[src/rtl/mem_port_ctrl_if.sv]
// Request/response bundle between the pipeline memory stage (master)
// and mem_port_ctrl (slave).
interface mem_port_ctrl_if;
  logic        req_valid;
  logic        req_ready;
  logic        req_we;
  logic [63:0] req_addr;
  logic [1:0]  req_size;
  logic        req_unsigned;
  logic [63:0] req_wdata;
  logic        resp_valid;
  logic [63:0] resp_rdata;
  logic        resp_fault;

  modport master (
    output req_valid, req_we, req_addr, req_size, req_unsigned, req_wdata,
    input  req_ready, resp_valid, resp_rdata, resp_fault
  );

  modport slave (
    input  req_valid, req_we, req_addr, req_size, req_unsigned, req_wdata,
    output req_ready, resp_valid, resp_rdata, resp_fault
  );
endinterface

[src/rtl/mem_port_ctrl.sv]
// Load/store port controller: byte-addressed requests to a 64-bit RAM with
// load extension. Define MISALIGN_TRAP_EN to fault misaligned accesses.
module mem_port_ctrl #(
  parameter int unsigned MEM_DEPTH = 4096
) (
  input  logic                          clk,
  input  logic                          rst,
  mem_port_ctrl_if.slave                bus,
  output logic                          mem_ren,
  output logic                          mem_wen,
  output logic [$clog2(MEM_DEPTH)-4:0]  mem_addr,
  output logic [63:0]                   mem_wdata,
  output logic [7:0]                    mem_wmask,
  input  logic [63:0]                   mem_rdata,
  input  logic                          mem_valid
);
  localparam int unsigned AB = $clog2(MEM_DEPTH);

  localparam logic [1:0] S_IDLE   = 2'd0;
  localparam logic [1:0] S_ACCESS = 2'd1;
  localparam logic [1:0] S_RESP   = 2'd2;

  logic [1:0]  state;
  logic        we_q;
  logic        uns_q;
  logic [1:0]  size_q;
  logic [2:0]  off_q;
  logic [7:0]  wmask_q;

  logic [2:0]  amask;
  logic [7:0]  base_mask;
  logic [2:0]  off_eff;
  logic        fault_now;
  logic [63:0] shifted;
  logic [63:0] load_ext;

  always_comb begin
    amask     = 3'd0;
    base_mask = 8'h01;
    case (bus.req_size)
      2'd0: begin amask = 3'd0; base_mask = 8'h01; end
      2'd1: begin amask = 3'd1; base_mask = 8'h03; end
      2'd2: begin amask = 3'd3; base_mask = 8'h0F; end
      default: begin amask = 3'd7; base_mask = 8'hFF; end
    endcase
`ifdef MISALIGN_TRAP_EN
    off_eff   = bus.req_addr[2:0];
    fault_now = (bus.req_addr >= 64'(MEM_DEPTH)) || ((bus.req_addr[2:0] & amask) != 3'd0);
`else
    // Without the trap the low offset bits are dropped to the natural alignment.
    off_eff   = bus.req_addr[2:0] & ~amask;
    fault_now = (bus.req_addr >= 64'(MEM_DEPTH));
`endif
  end

  always_comb begin
    shifted  = mem_rdata >> {off_q, 3'b000};
    load_ext = shifted;
    case (size_q)
      2'd0: load_ext = uns_q ? {56'd0, shifted[7:0]}  : {{56{shifted[7]}},  shifted[7:0]};
      2'd1: load_ext = uns_q ? {48'd0, shifted[15:0]} : {{48{shifted[15]}}, shifted[15:0]};
      2'd2: load_ext = uns_q ? {32'd0, shifted[31:0]} : {{32{shifted[31]}}, shifted[31:0]};
      default: load_ext = shifted;
    endcase
  end

  always_comb begin
    bus.req_ready = (state == S_IDLE) && !rst;
    mem_ren       = (state == S_ACCESS) && !we_q;
    mem_wen       = (state == S_ACCESS) && we_q;
    mem_wmask     = (state == S_ACCESS) ? wmask_q : '0;
  end

  always_ff @(posedge clk) begin
    if (rst) begin
      state          <= S_IDLE;
      we_q           <= 1'b0;
      uns_q          <= 1'b0;
      size_q         <= '0;
      off_q          <= '0;
      wmask_q        <= '0;
      mem_addr       <= '0;
      mem_wdata      <= '0;
      bus.resp_valid <= 1'b0;
      bus.resp_fault <= 1'b0;
      bus.resp_rdata <= '0;
    end else begin
      case (state)
        S_IDLE: begin
          if (bus.req_valid) begin
            we_q    <= bus.req_we;
            uns_q   <= bus.req_unsigned;
            size_q  <= bus.req_size;
            off_q   <= off_eff;
            wmask_q <= base_mask << off_eff;
            if (fault_now) begin
              state          <= S_RESP;
              bus.resp_valid <= 1'b1;
              bus.resp_fault <= 1'b1;
              bus.resp_rdata <= '0;
            end else begin
              state     <= S_ACCESS;
              mem_addr  <= bus.req_addr[AB-1:3];
              mem_wdata <= bus.req_wdata << {off_eff, 3'b000};
            end
          end
        end
        S_ACCESS: begin
          if (mem_valid) begin
            state          <= S_RESP;
            bus.resp_valid <= 1'b1;
            bus.resp_fault <= 1'b0;
            bus.resp_rdata <= we_q ? '0 : load_ext;
          end
        end
        S_RESP: begin
          state          <= S_IDLE;
          bus.resp_valid <= 1'b0;
        end
        default: state <= S_IDLE;
      endcase
    end
  end
endmodule
[src/flat_wrapper.sv]
// flat-port wrapper written by rule: the top's interface ports become plain ports
module mem_port_ctrl_flat 
#(
  parameter int unsigned MEM_DEPTH = 4096
)
  (clk, rst, mem_ren, mem_wen, mem_addr, mem_wdata, mem_wmask, mem_rdata, mem_valid, bus_req_valid, bus_req_we, bus_req_addr, bus_req_size, bus_req_unsigned, bus_req_wdata, bus_req_ready, bus_resp_valid, bus_resp_rdata, bus_resp_fault);
  mem_port_ctrl_if bus_i ();
  input  logic clk;
  input  logic rst;
  output logic mem_ren;
  output logic mem_wen;
  output logic [$clog2(MEM_DEPTH)-4:0] mem_addr;
  output logic [63:0] mem_wdata;
  output logic [7:0] mem_wmask;
  input  logic [63:0] mem_rdata;
  input  logic mem_valid;
  input wire logic [$bits(bus_i.req_valid)-1:0] bus_req_valid;
  input wire logic [$bits(bus_i.req_we)-1:0] bus_req_we;
  input wire logic [$bits(bus_i.req_addr)-1:0] bus_req_addr;
  input wire logic [$bits(bus_i.req_size)-1:0] bus_req_size;
  input wire logic [$bits(bus_i.req_unsigned)-1:0] bus_req_unsigned;
  input wire logic [$bits(bus_i.req_wdata)-1:0] bus_req_wdata;
  output wire logic [$bits(bus_i.req_ready)-1:0] bus_req_ready;
  output wire logic [$bits(bus_i.resp_valid)-1:0] bus_resp_valid;
  output wire logic [$bits(bus_i.resp_rdata)-1:0] bus_resp_rdata;
  output wire logic [$bits(bus_i.resp_fault)-1:0] bus_resp_fault;
  assign bus_i.req_valid = bus_req_valid;
  assign bus_i.req_we = bus_req_we;
  assign bus_i.req_addr = bus_req_addr;
  assign bus_i.req_size = bus_req_size;
  assign bus_i.req_unsigned = bus_req_unsigned;
  assign bus_i.req_wdata = bus_req_wdata;
  assign bus_req_ready = bus_i.req_ready;
  assign bus_resp_valid = bus_i.resp_valid;
  assign bus_resp_rdata = bus_i.resp_rdata;
  assign bus_resp_fault = bus_i.resp_fault;
  mem_port_ctrl #(.MEM_DEPTH(MEM_DEPTH)) u_core (.clk(clk), .rst(rst), .bus(bus_i), .mem_ren(mem_ren), .mem_wen(mem_wen), .mem_addr(mem_addr), .mem_wdata(mem_wdata), .mem_wmask(mem_wmask), .mem_rdata(mem_rdata), .mem_valid(mem_valid));
endmodule
[config.mk]
export PLATFORM = sky130hd
export DESIGN_NAME = mem_port_ctrl_flat
export DESIGN_NICKNAME = d
export VERILOG_FILES = /design/src/rtl/mem_port_ctrl_if.sv /design/src/rtl/mem_port_ctrl.sv /design/src/flat_wrapper.sv
export SDC_FILE = /design/constraint.sdc
export NUM_CORES = 1
export LEC_CHECK = 0
export ABC_AREA = 1
export CAP_MARGIN = 10
export CORE_ASPECT_RATIO = 0.9
export CORE_MARGIN = 2
export CORE_UTILIZATION = 50
export DETAILED_ROUTE_END_ITERATION = 6
export GPL_TIMING_DRIVEN = 0
export PLACE_DENSITY = 0.88
export REMOVE_ABC_BUFFERS = 1
export SKIP_CTS_REPAIR_TIMING = 1
export SLEW_MARGIN = 20
export SYNTH_ARGS = -nofsm -noshare
export SYNTH_HDL_FRONTEND = slang
export SYNTH_SLANG_ARGS = --single-unit
[constraint.sdc]
create_clock -name clk -period 3.03 [get_ports clk]
set_input_delay 0.606 -clock clk [delete_from_list [all_inputs] [get_ports clk]]
set_output_delay 0.606 -clock clk [all_outputs]
set_load 0.03 [all_outputs]
==> summary.txt <==
Clock tree
  • CTS sink cnt: 156
  • CTS Buf Count: 17
  • CTS tree: done
  • CTS Buffer Depth: 2
  • H-tree levels: 4
  • Clk pin slew, worst setup/hold paths: 0.07 ns
  • Clock latency on the worst-skew pair: 0.43 ns
  • Root buffer cell: clkbuf_16

Synthesis
  • Syn_area_per_cell: 5.97 µm²
  • Cell with the most instances after synthesis: nand2_1
  • Main synth FF type: dfxtp_1
  • Synth async-reset ratio: 0
  • Top post-synthesis cells by count: 513 x nand2_1, 232 x nor2_1, 196 x o21ai_0
  • Synth Register Bits: 156
  • Register area share after synthesis: 0.314
  • Ys Warns: 0
  • Synth Instances: 1665
  • Top cells by area, synth: dfxtp_1 31%, nand2_1 19%, o21ai_0 9.9%, nor2_1 8.8%, a21oi_1 5.9%
  • Library cells used by synthesis: 35
  • Mapped cell area: 9950 µm²
  • Post-synth top area cell: dfxtp_1
  • Synth top area share: 0.314
  • Number of synthesized flops with an enable pin: 0

Final layout
  • Fin area: 14100 µm²
  • Fillers: 1590
  • Storage cell area: 3130 µm²
  • Area delta synth->final: 41.4%
  • Nets: 2122
  • Share of cells above drive strength 1: 0.0606
  • Multi-input gate area: 5920 µm²

Timing
  • Setup WS post-layout: 0.0398 ns
  • Min cycle time layout: 2.99 ns
  • Final Cycle Share: 0.987
  • Unrepaired setup endpoints after global routing: true
  • Setup TNS: 0 ns
  • Maximum clock frequency: 334 MHz
  • Worst slew margin: 0.437
  • Fin. max-slew vios: 0
  • Clock Skew: 0.00867 ns
  • Final Hold Viols: 0
  • Setup Viol. Count Final: 0
  • Least-Margin Pin Slew: 0.844 ns

Power and ir drop
  • Leak: 5.74 nW
  • Worst VDD drop: 0.000406 V
  • Overall power: 0.00569 W
  • PwrDens: 405 nW/µm²

Routing
  • Final WL: 37000 µm
  • Vias post-DR: 12400
  • Drt first pass iters: 6
  • Vias per cell: 5.66
  • Drt wl/cell: 17.0 µm
  • DRT antenna net count: 0
  • Drc violations: 0
  • 1st-iter DRT viols: 991

Global routing
  • Vias in the first global route: 11300
  • Initial antenna violation count: 3
  • Tot GR Track Use: 0.330
  • First-pass GRT wire length: 56600 µm
  • Largest net degree at the start of global routing: 92
  • Grt ovf: 0

Placement
  • RePlAce Congestion: 0.860
  • Pre-CTS WS: -0.689 ns
  • PortBufs: 349
  • Hpwl dp: 24700 µm
  • Post-DP Area: 13400 µm²

Worst setup path
  • Worst path cell trace: clkdlybuf4s50_1 > nor2_4 > buf_16 > clkinvlp_4 > nand2_1 > nand2_1 > o22ai_1 > nor2_1 > nor2_1
  • Reg2reg setup slack: 0.28 ns
  • Startpoint types: input pin
  • CP max-delay cell: nor2_4
  • Worst Path Arrival: 3.36 ns
  • CP required: 3.40 ns
  • Max incr delay on CP: 0.59 ns
  • Worst setup startpoint: bus_req_size[1]
  • Reg2reg path depth: 7
  • Critical path class: input pin to flop
  • Critical path depth: 9
  • Worst flop-to-flop path startpoint: u_core.state[0]
  • CP Capture Type: flop
  • Crit path to: u_core.mem_wdata[57]
  • Crit path buf inv count: 3
  • CP Max Fanout: 37
  • Delay-heaviest family, CP: buffers and inverters
  • Worst R2R End: u_core.bus.resp_rdata[0]

Floorplanning
  • I/O Pins: 350
  • Die W: 153 µm
  • Initial Utilization: 0.514
  • Core area: 19300 µm²
  • Die height: 138 µm
  • Num rows: 48
  • Die ar.: 21000 µm²

Outcome
  • Status: finished, final reports clean

Worst hold path
  • Hold_sp: u_core.bus.resp_rdata[5]
  • HP Class: flop to flop

Job
  • MaxCap Viol Count: 0
==> report_power, final <==
| part | switching (W) | internal (W) | total [W] |
|---|---|---|---|
| clock | 0.000938 | 0.00115 | 0.00208 |
| combinational | 0.000857 | 0.000621 | 0.00148 |
| sequential | 0.0000551 | 0.00208 | 0.00213 |
==> layer usage <==
| metal | track usage | wire [µm] | vias to the layer above |
|---|---|---|---|
| li1 | - | - | 5924 |
| met1 | 0.385 | 14100 | 5573 |
| met2 | 0.552 | 17100 | 745 |
| met3 | 0.110 | 4430 | 118 |
| met4 | 0.157 | 1420 | 2 |
| met5 | 0 | 13 | - |
==> worst register-to-register path, cell delays in order, from the launching register on <==
cell     delay (ns)
dfxtp_1        0.34
inv_1          0.09
ha_1           0.31
nor2_1         0.13
inv_2          0.51
nand3_4        0.75
a21oi_1        0.43
nor2_1         0.08
==> how the worst min path moves through the flow <==
stage | end | slack, ns | depth (start not counted)
floorplan | u_core.state[0] | 0.46 | 2
global placement | u_core.bus.resp_rdata[20] | 0.45 | 2
detailed placement | u_core.bus.resp_rdata[27] | 0.46 | 2
CTS | u_core.bus.resp_rdata[27] | 0.46 | 2
global route | u_core.bus.resp_rdata[49] | 0.48 | 2
finish | u_core.bus.resp_rdata[5] | 0.46 | 2
==> layout make-up <==
| type | count | share of cell area |
|---|---|---|
| sequential | 156 | 0.223 |
| clock inverter | 11 | 0.00587 |
| timing repair inverter | 2 | 0.000890 |
| inverter | 71 | 0.0203 |
| multi-input combinational | 1306 | 0.421 |
| timing repair buffer | 365 | 0.272 |
| tap | 250 | 0.0222 |
| antenna | 2 | 0.000356 |
| clock buffer | 21 | 0.0343 |
==> per-stage QoR <==
stage | std cells | hold WS [ns] | util
5_1_grt | 2182 | 0.482 | 0.727
4_1_cts | 2174 | 0.465 | 0.720
6_report | 2184 | 0.465 | 0.727
3_5_place_dp | 2142 | 0.455 | 0.691
2_1_floorplan | 1533 | 0.455 | -
3_3_place_gp | 2132 | 0.452 | 0.676
==> state kept, by name, indices dropped and copies added (netlist names) <==
register	count
u_core.bus.resp_rdata	64
u_core.uns_q	1
u_core.bus.resp_fault	1
u_core.mem_addr	9
u_core.mem_wdata	64
u_core.we_q	1
u_core.size_q	2
u_core.off_q	3
u_core.wmask_q	8
u_core.state	2
u_core.bus.resp_valid	1
==> placed cells by master (no fill, tap or decap), drive strengths merged <==
cell type and instances:
nand2 518, clkdlybuf4s50 347, nor2 269, o21ai 229
dfxtp 156, a21oi 117, nand3 91, inv 70
nor3 23, clkbuf 21, buf 17, o22ai 12
o211ai 12, clkinvlp 10, a211oi 8, o32ai 7
a22oi 6, o31ai 4, clkinv 4, or2 3
ha 3, diode 2, o21bai 2, mux2i 1
a31oi 1, dlymetal6s2s 1
==> cell families (layout without fill, tap and decap cells) <==
kind of cell / Yosys count / in the layout / synth area share
AOI/OAI and AO/OA: 398 / 398 / 0.213
adders and majority gates: 3 / 3 / 0.00377
buffers and inverters: 203 / 470 / 0.0961
DFF: 156 / 156 / 0.314
muxes: 1 / 1 / 0.00101
and+or+nand+nor: 904 / 904 / 0.373
other: 0 / 2 / 0
Power figures use the tool's default switching activity.
